===== config.mk =====
export PLATFORM = sky130hd
export DESIGN_NAME = wb_trace_buffer
export DESIGN_NICKNAME = d
export VERILOG_FILES = /design/src/rtl/wb_trace_buffer_pkg.sv /design/src/rtl/wb_trace_buffer_fifo.sv /design/src/rtl/wb_trace_buffer.sv
export SDC_FILE = /design/constraint.sdc
export NUM_CORES = 1
export LEC_CHECK = 0
export BUFFER_PORTS_ARGS = -buffer_cell sky130_fd_sc_hd__buf_2
export CAP_MARGIN = 20
export CELL_PAD_IN_SITES_DETAIL_PLACEMENT = 1
export CELL_PAD_IN_SITES_GLOBAL_PLACEMENT = 2
export CORE_ASPECT_RATIO = 1.5
export CORE_MARGIN = 5
export CORE_UTILIZATION = 45
export DETAILED_ROUTE_END_ITERATION = 8
export PLACE_DENSITY = 0.84
export SLEW_MARGIN = 20
export SYNTH_ARGS = -nofsm -noshare
export SYNTH_HDL_FRONTEND = slang
export SYNTH_SLANG_ARGS = --single-unit

===== constraint.sdc =====
create_clock -name clk -period 11 [get_ports clk]
set_input_delay 0.55 -clock clk [delete_from_list [all_inputs] [get_ports clk]]
set_output_delay 0.55 -clock clk [all_outputs]
set_load 0.005 [all_outputs]

===== src/rtl/wb_trace_buffer_pkg.sv =====
// rtl/wb_trace_buffer_pkg.sv - shared widths, trace entry type and PC helper for the writeback trace buffer
package wb_trace_buffer_pkg;

    localparam int TRACE_PC_W   = 32;
    localparam int TRACE_RD_W   = 5;
    localparam int TRACE_DATA_W = 32;
    localparam int TRACE_W      = TRACE_PC_W + TRACE_RD_W + TRACE_DATA_W;

    typedef struct packed {
        logic [TRACE_PC_W-1:0]   pc;
        logic [TRACE_RD_W-1:0]   rd;
        logic [TRACE_DATA_W-1:0] data;
    } trace_entry_t;

    // Writeback only carries PC+4; recover the retiring PC with 32-bit wrap.
    function automatic logic [TRACE_PC_W-1:0] pc_from_pc4(input logic [TRACE_PC_W-1:0] pc4);
        return pc4 - TRACE_PC_W'(4);
    endfunction

endpackage


===== src/rtl/wb_trace_buffer_fifo.sv =====
// rtl/wb_trace_buffer_fifo.sv - sync_fifo_fwft: parameterised first-word fall-through FIFO
module sync_fifo_fwft #(
    parameter int WIDTH = 8,
    parameter int DEPTH = 8
) (
    input  logic                     clk,
    input  logic                     rst,
    input  logic                     i_clr,
    input  logic                     i_push,
    input  logic [WIDTH-1:0]         i_din,
    input  logic                     i_pop,
    output logic [WIDTH-1:0]         o_dout,
    output logic                     o_full,
    output logic                     o_empty,
    output logic [$clog2(DEPTH):0]   o_count
);

    localparam int AW = $clog2(DEPTH);

    logic [WIDTH-1:0] r_mem [DEPTH];
    logic [AW:0]      r_wr_ptr;
    logic [AW:0]      r_rd_ptr;
    logic [AW:0]      w_count;
    logic             w_full;
    logic             w_empty;
    logic             w_do_pop;
    logic             w_do_push;

    // Extra pointer MSB separates full from empty when the index bits match.
    assign w_count   = r_wr_ptr - r_rd_ptr;
    assign w_full    = (w_count == (AW+1)'(DEPTH));
    assign w_empty   = (w_count == '0);
    assign w_do_pop  = i_pop & ~w_empty & ~i_clr;
    assign w_do_push = i_push & (~w_full | w_do_pop) & ~i_clr;

    always_ff @(posedge clk or posedge rst) begin
        if (rst) begin
            r_wr_ptr <= '0;
            r_rd_ptr <= '0;
        end else if (i_clr) begin
            r_wr_ptr <= '0;
            r_rd_ptr <= '0;
        end else begin
            if (w_do_push) r_wr_ptr <= r_wr_ptr + 1'b1;
            if (w_do_pop)  r_rd_ptr <= r_rd_ptr + 1'b1;
        end
    end

    always_ff @(posedge clk) begin
        if (w_do_push) r_mem[r_wr_ptr[AW-1:0]] <= i_din;
    end

    assign o_dout  = w_empty ? '0 : r_mem[r_rd_ptr[AW-1:0]];
    assign o_full  = w_full;
    assign o_empty = w_empty;
    assign o_count = w_count;

endmodule


===== src/rtl/wb_trace_buffer.sv =====
// rtl/wb_trace_buffer.sv - wb_trace_buffer: records writeback register writes into a drainable trace FIFO
module wb_trace_buffer
    import wb_trace_buffer_pkg::*;
#(
    parameter int DEPTH   = 8,
    parameter int CNT_W   = 16,
    parameter int SKIP_X0 = 1
) (
    input  logic                      clk,
    input  logic                      rst,
    input  logic                      en_i,
    input  logic                      clr_i,
    input  logic                      RegWriteW,
    input  logic [TRACE_RD_W-1:0]     RDW,
    input  logic [TRACE_DATA_W-1:0]   ResultW,
    input  logic [TRACE_PC_W-1:0]     PCPlus4W,
    output logic                      trace_valid,
    input  logic                      trace_ready,
    output logic [TRACE_PC_W-1:0]     trace_pc,
    output logic [TRACE_RD_W-1:0]     trace_rd,
    output logic [TRACE_DATA_W-1:0]   trace_data,
    output logic [$clog2(DEPTH):0]    fill_level,
    output logic                      overflow,
    output logic [CNT_W-1:0]          event_count,
    output logic [CNT_W-1:0]          drop_count
);

    logic               w_skip;
    logic               w_event;
    logic               w_pop;
    logic               w_full;
    logic               w_empty;
    logic               w_drop;
    trace_entry_t       w_in_entry;
    trace_entry_t       w_head;
    logic               r_overflow;
    logic [CNT_W-1:0]   r_event_count;
    logic [CNT_W-1:0]   r_drop_count;

    assign w_skip  = (SKIP_X0 != 0) && (RDW == '0);
    assign w_event = en_i & RegWriteW & ~w_skip;
    assign w_pop   = ~w_empty & trace_ready;
    // A pop in the same cycle frees the slot, so a full FIFO only drops without one.
    assign w_drop  = w_event & w_full & ~w_pop & ~clr_i;

    assign w_in_entry.pc   = pc_from_pc4(PCPlus4W);
    assign w_in_entry.rd   = RDW;
    assign w_in_entry.data = ResultW;

    sync_fifo_fwft #(
        .WIDTH (TRACE_W),
        .DEPTH (DEPTH)
    ) u_fifo (
        .clk     (clk),
        .rst     (rst),
        .i_clr   (clr_i),
        .i_push  (w_event),
        .i_din   (w_in_entry),
        .i_pop   (w_pop),
        .o_dout  (w_head),
        .o_full  (w_full),
        .o_empty (w_empty),
        .o_count (fill_level)
    );

    always_ff @(posedge clk or posedge rst) begin
        if (rst) begin
            r_overflow    <= 1'b0;
            r_event_count <= '0;
            r_drop_count  <= '0;
        end else if (clr_i) begin
            r_overflow    <= 1'b0;
            r_event_count <= '0;
            r_drop_count  <= '0;
        end else begin
            if (w_event && (r_event_count != '1)) r_event_count <= r_event_count + 1'b1;
            if (w_drop) begin
                r_overflow <= 1'b1;
                if (r_drop_count != '1) r_drop_count <= r_drop_count + 1'b1;
            end
        end
    end

    assign trace_valid = ~w_empty;
    assign trace_pc    = w_head.pc;
    assign trace_rd    = w_head.rd;
    assign trace_data  = w_head.data;
    assign overflow    = r_overflow;
    assign event_count = r_event_count;
    assign drop_count  = r_drop_count;

endmodule

==> results of run 1 <==
layer usage:
| layer | up-vias | global-route usage |
|---|---|---|
| met5 | - | 0 |
| met4 | 2 | 0.0625 |
| met3 | 98 | 0.0238 |
| met2 | 336 | 0.336 |
| met1 | 6616 | 0.256 |
| li1 | 5577 | - |
where the power goes:
| part | total (mW) | internal (mW) | switching, mW | leakage, nW |
|---|---|---|---|---|
| logic | 1.35 | 0.629 | 0.722 | 2.66 |
| clock network | 1.88 | 1.06 | 0.824 | 0.871 |
| registers | 2.59 | 2.50 | 0.0889 | 5.54 |
cell families (layout without fill, tap and decap cells):
kind of cell / Yosys count / count (layout) / share of synthesized area
and+or+nand+nor: 307 / 307 / 0.0640
adders and majority gates: 9 / 9 / 0.00503
buffers and inverters: 84 / 319 / 0.0151
muxes: 147 / 147 / 0.134
AOI/OAI and AO/OA: 127 / 127 / 0.0298
xor gates and xnor gates: 38 / 38 / 0.0139
DFF: 593 / 593 / 0.738
final cells by class:
type | count | area [um2]
flip-flops and latches | 593 | 17600
fillers | 4906 | 25200
inverters | 17 | 63.8
clock inverters | 43 | 385
clock buffers | 57 | 1380
repair buffers | 202 | 1100
well taps | 682 | 853
multi-input cells | 628 | 5950
worst register-to-register path: cells and delay by family, from the launching register on:
kind	cells	cell delay, ns
buf+inv	3	1.33
flops	1	1.10
simple gates	3	0.66
fa+ha+maj	1	0.50
xor+xnor	1	0.33
compound gates	1	0.22
synthesized netlist by cell type (all sizes together) (17+ instances only):
| library cell | instances | share of area |
|---|---|---|
| a21oi | 93 | 0.020 |
| dfrtp | 41 | 0.043 |
| clkbuf | 40 | 0.0063 |
| xor2 | 21 | 0.0077 |
| inv | 17 | 0.0027 |
| buf | 27 | 0.0061 |
| edfxtp | 552 | 0.69 |
| nand2 | 156 | 0.025 |
| nor2 | 30 | 0.0047 |
| mux4 | 138 | 0.13 |
| xnor2 | 17 | 0.0062 |
| nor3 | 20 | 0.0046 |
sequential cells by signal, indices dropped and copies added (netlist names):
| signal | flops |
|---|---|
| drop_count | 16 |
| event_count | 16 |
| u_fifo.r_wr_ptr | 4 |
| u_fifo.r_mem | 552 |
| overflow | 1 |
| u_fifo.r_rd_ptr | 4 |
worst max-delay path by stage:
stage	cells after the start	start	to	slack (ns)
2_1_floorplan	10	u_fifo.r_rd_ptr[1]	u_fifo.r_mem[0][0]	1.39
6_report	8	u_fifo.r_rd_ptr[1]	trace_data[12]	5.89
5_1_grt	8	u_fifo.r_rd_ptr[1]	trace_pc[8]	5.56
3_3_place_gp	9	u_fifo.r_rd_ptr[1]	u_fifo.r_mem[0][25]	6.49
4_1_cts	8	u_fifo.r_rd_ptr[1]	trace_data[12]	5.75
3_5_place_dp	9	u_fifo.r_rd_ptr[1]	u_fifo.r_mem[0][43]	6.38
through the flow:
| step | instances | setup WS, ns | power (mW) | utilization |
|---|---|---|---|---|
| 2_1_floorplan | 1305 | 1.39 | 3.46 | - |
| 3_3_place_gp | 2121 | 6.49 | 3.99 | 0.486 |
| 3_5_place_dp | 2121 | 6.38 | 4.03 | 0.486 |
| 4_1_cts | 2221 | 5.75 | 5.91 | 0.520 |
| 5_1_grt | 2222 | 5.56 | 6.10 | 0.520 |
| 6_report | 2222 | 5.89 | 5.82 | 0.520 |
==> metrics.cfg, run 1 <==
[outcome]
outcome = finished, final reports clean

[setup_path]
path_cells = inv_1, fa_1, xor2_1, or3_1, a21oi_4, buf_4, a21oi_1, buf_2
cp.arrival_ns = 4.56
slowest_stage = dfrtp_4
cp-start-kind = register
r2r-end = u_fifo.r_mem[0][11]
end_kind = primary output
crit_family = flip-flops
crit_buf_inv = 3
required_ns = 10.45
r2r_cells = 9
worst-path-max-fanout = 70
crit_type = reg2out
slowest_delay_ns = 1.10
r2r_start = u_fifo.r_rd_ptr[1]
regToRegSetupSlack_ns = 6.43

[floorplan]
ioPinCount = 182
die_height_um = 292
die-area_um2 = 57800
fp.dieW_um = 198
rows = 103
start_util = 0.454
fp.coreArea_um2 = 52600

[timing]
fmax_mhz = 196
hold_violations = 0
fin_worst_skew_ns = 0.0158
period_minus_slack_ns = 5.11
tightest_slew_ns = 1.08
post-route-period-util = 0.465
hold_slack_ns = 0.0950
slew_viol_final = 0
slew_headroom = 0.277
setup_viol = 0
rsz0062_at_grt = no
setup_tns_ns = 0

[grt]
grt_pass1_wl_um = 85800
grt_antenna_before_repair = 3
first_global_vias = 13700
grt_max_degree = 97
grt_overflow = 0
grt.total_usage = 0.194

[synthesis]
synth-edff-count = 552
ys_ff_latch = 593
synth_flop_cell = edfxtp_1
syn_area_per_cell_um2 = 18.3
synthCells = 1305
syn_nets = 1389
async_reset_ff_frac = 0.0691
ys_seq_area_frac = 0.738
synth_cell_types = 52
yosys_warnings = 0
synth.cell_area_um2 = 23900

[finish]
syn_to_final_growth_pct = 14.6
final_common_cell = edfxtp_1
diodes = 0
final_cell_mix = edfxtp_1, buf_2, nand2_1
design_area_um2 = 27300
drive_gt1_frac = 0.295
fin_nets = 1580

[power_and_ir_drop]
p_leak_nw = 9.07
peakVddDrop_v = 0.000168
p_per_area_nw_per_um2 = 213

[detailed_routing]
wl_met2_um = 29500
num_vias = 12600
drt-total-wl_um = 56000
drc = 0
wl_per_cell_um = 25.2
final_antenna_net_count = 0
drt-initial-drc-count = 647
via_per_inst = 5.68
highest_layer = met5
dr_wl_met3_um = 2390
drt_first_pass_iters = 4
wl_met1_um = 22200

[cts]
cts_buffers = 54
cts_buffer_depth = 3
cts_setup_buffers = 0
clock-sinks = 593
path_clk_slew_ns = 0.06
cts_tree = yes
cts_resized = 0
ctsHoldBuffers = 0
insertion_delay_ns = 0.59
htreeDepth = 2
cts_root_buf = clkbuf_16

[placed_design]
dpl_cell_area_um2 = 25500
place_congestion = 0.747
portBuffers = 181
dp_hpwl_um = 33900

[flow_run]
cap_violations = 0

[min_path]
hold_path_class = in2async

(Power assumes the default switching activity.)
==> inputs of run 2 (changes only) <==
==> constraint.sdc (replaced) <==
create_clock -name clk -period 5.2 [get_ports clk]
set_input_delay 0.26 -clock clk [delete_from_list [all_inputs] [get_ports clk]]
set_output_delay 0.26 -clock clk [all_outputs]
set_load 0.005 [all_outputs]
==> metrics.cfg, run 2 (synthesis results as in run 1) <==
[outcome]
outcome = finished, final reports clean

[floorplan]
fp.dieW_um = 198  ; unchanged
start_util = 0.454  ; unchanged
die_height_um = 292  ; unchanged
rows = 103  ; unchanged
fp.coreArea_um2 = 52600  ; unchanged
die-area_um2 = 57800  ; unchanged
ioPinCount = 182  ; unchanged

[setup_path]
cp-start-kind = register
r2r_start = u_fifo.r_rd_ptr[0]
crit_top_cell = buf_4
slowest_stage = buf_4
path_cells = buf_4, buf_4, mux4_2, nand2_1, a21oi_1, buf_2
slowest_delay_ns = 0.94  ; -0.16 ns
crit_type = reg2out
required_ns = 4.94  ; -5.51 ns
cp.arrival_ns = 3.88  ; -0.68 ns
end_kind = primary output
r2r_cells = 10  ; +1
worst-path-max-fanout = 72  ; +2.9%
cp-startpoint = u_fifo.r_rd_ptr[1]

[timing]
fmax_mhz = 241
setup_viol = 0  ; unchanged
hold_slack_ns = 0.0480  ; -0.0470 ns
slew_headroom = 0.244  ; -0.0327
fin_worst_skew_ns = 0.0108  ; -0.00501 ns
tightest_slew_ns = 1.13  ; +0.0491 ns
slew_viol_final = 0  ; unchanged
hold_violations = 0  ; unchanged
fin_ws_ns = 1.06  ; -4.83 ns
period_minus_slack_ns = 4.14
rsz0062_at_grt = no
post-route-period-util = 0.797

[cts]
cts_buffer_depth = 3  ; unchanged
cts_root_buf = clkbuf_16
insertion_delay_ns = 0.57  ; -0.02 ns
cts_buffers = 53  ; -1.9%
htreeDepth = 2  ; unchanged
path_clk_slew_ns = 0.06  ; about the same
cts_tree = yes
cts_setup_buffers = 0  ; unchanged
clock-sinks = 593  ; unchanged

[min_path]
min_path_cells = 1
hold_path_class = in2reg
min_from = ResultW[12]

[finish]
fin_util = 0.527  ; +0.00666
fin_nets = 1621  ; +2.6%
fill_cells = 4856  ; -1.0%
largest_reg_flops = 552  ; unchanged
final_cell_mix = edfxtp_1, buf_2, nand2_1
multi_input_comb_area_um2 = 6010  ; +0.93%
syn_to_final_growth_pct = 16.1
final_cells = 2260  ; +1.7%
final_common_cell = edfxtp_1
drive_gt1_frac = 0.280  ; -0.0152
seq_area_um2 = 17600  ; about the same

[grt]
grt_pass1_wl_um = 89500  ; +4.3%
grt.total_usage = 0.202  ; +0.00827
grt_overflow = 0  ; unchanged
grt_antenna_before_repair = 1  ; -2
first_global_vias = 14400  ; +4.6%
grt_max_degree = 73  ; -25%

[power_and_ir_drop]
peakVddDrop_v = 0.000396  ; +140%
p_per_area_nw_per_um2 = 441  ; +110%
total_power_mw = 12.2  ; +110%
p_leak_nw = 9.23  ; +1.7%

[detailed_routing]
num_vias = 12900  ; +2.3%
via_per_inst = 5.72  ; +0.60%
drt_first_pass_iters = 7  ; +3
final_antenna_net_count = 0  ; unchanged
drt-initial-drc-count = 900  ; +39%
drc = 0  ; unchanged
drt-total-wl_um = 58500  ; +4.4%
wl_per_cell_um = 25.9  ; +2.7%

[placed_design]
pre_cts_slack_ns = 1.41  ; -4.97 ns
portBuffers = 181  ; unchanged
place_congestion = 0.761  ; +1.9%
placedCellCount = 2126  ; +0.24%
dp_hpwl_um = 34500  ; +1.9%

[flow_run]
cap_violations = 0  ; unchanged

run 2: cell count changes in the layout (fill, tap and decap cells not counted), moves of 2 or more:
cell | previous run | this run
nor4_2 | 5 | 3
nor3_2 | 8 | 2
clkinv_2 | 16 | 7
clkinvlp_4 | 4 | 2
nor4_4 | 2 | 4
clkbuf_1 | 2 | 15
nor3_4 | 0 | 6
dlygate4sd3_1 | 0 | 38
buf_12 | 1 | 7
clkinv_4 | 2 | 0
clkbuf_16 | 55 | 53
bufinv_16 | 6 | 3
run 2: worst max-delay path: cells and delay by family (launching register included):
kind | cells | cell delay (ns)
AO/OA/AOI/OAI | 1 | 0.37
buffers and inverters | 3 | 1.87
flip-flops | 1 | 0.41
AND/OR/NAND/NOR | 1 | 0.08
multiplexers | 1 | 0.39
run 2: final timing paths:
check,to,slack (ns)
max in group asynchronous,u_fifo.r_rd_ptr[1],4.39
hold reg to reg,overflow,0.51
min in group asynchronous,event_count[0],0.36
setup / recovery,trace_pc[26],1.06
hold / removal,u_fifo.r_mem[0][12],0.05
setup reg to reg,u_fifo.r_mem[2][65],1.38
run 2: metal layers:
| metal | GRT usage | vias up | share of wire |
|---|---|---|---|
| li1 | - | 5650 | - |
| met2 | 0.362 | 354 | 0.54 |
| met5 | 0 | - | 0 |
| met4 | 0.0610 | 0 | 0.029 |
| met3 | 0.0301 | 90 | 0.046 |
| met1 | 0.254 | 6828 | 0.39 |
run 2: layout make-up:
| type | instances | area share |
|---|---|---|
| clock inverter | 26 | 0.00732 |
| multi-input combinational | 628 | 0.217 |
| sequential | 593 | 0.636 |
| clock buffer | 69 | 0.0504 |
| inverter | 17 | 0.00230 |
| antenna | 1 | 0.0000904 |
| timing repair buffer | 244 | 0.0564 |
| tap | 682 | 0.0308 |
run 2: what timing repair did:
item / in CTS / in global routing
hold endpoints to repair: 324 / 0
hold buffers: 38 / 0
gates resized for setup: 0 / 0
run 2: report_power, final:
| group | total [mW] | switching, mW | leakage (nW) | internal [mW] |
|---|---|---|---|---|
| combinational | 3.15 | 1.77 | 2.91 | 1.38 |
| sequential | 5.35 | 0.0619 | 5.54 | 5.29 |
| clock | 3.71 | 1.67 | 0.776 | 2.04 |
run 2: through the flow:
step,area [um2],TNS [ns]
floorplan,23900,-381.00
CTS,27700,0
global placement,25700,0
global route,27700,0
detailed placement,25700,0
finish,27700,0
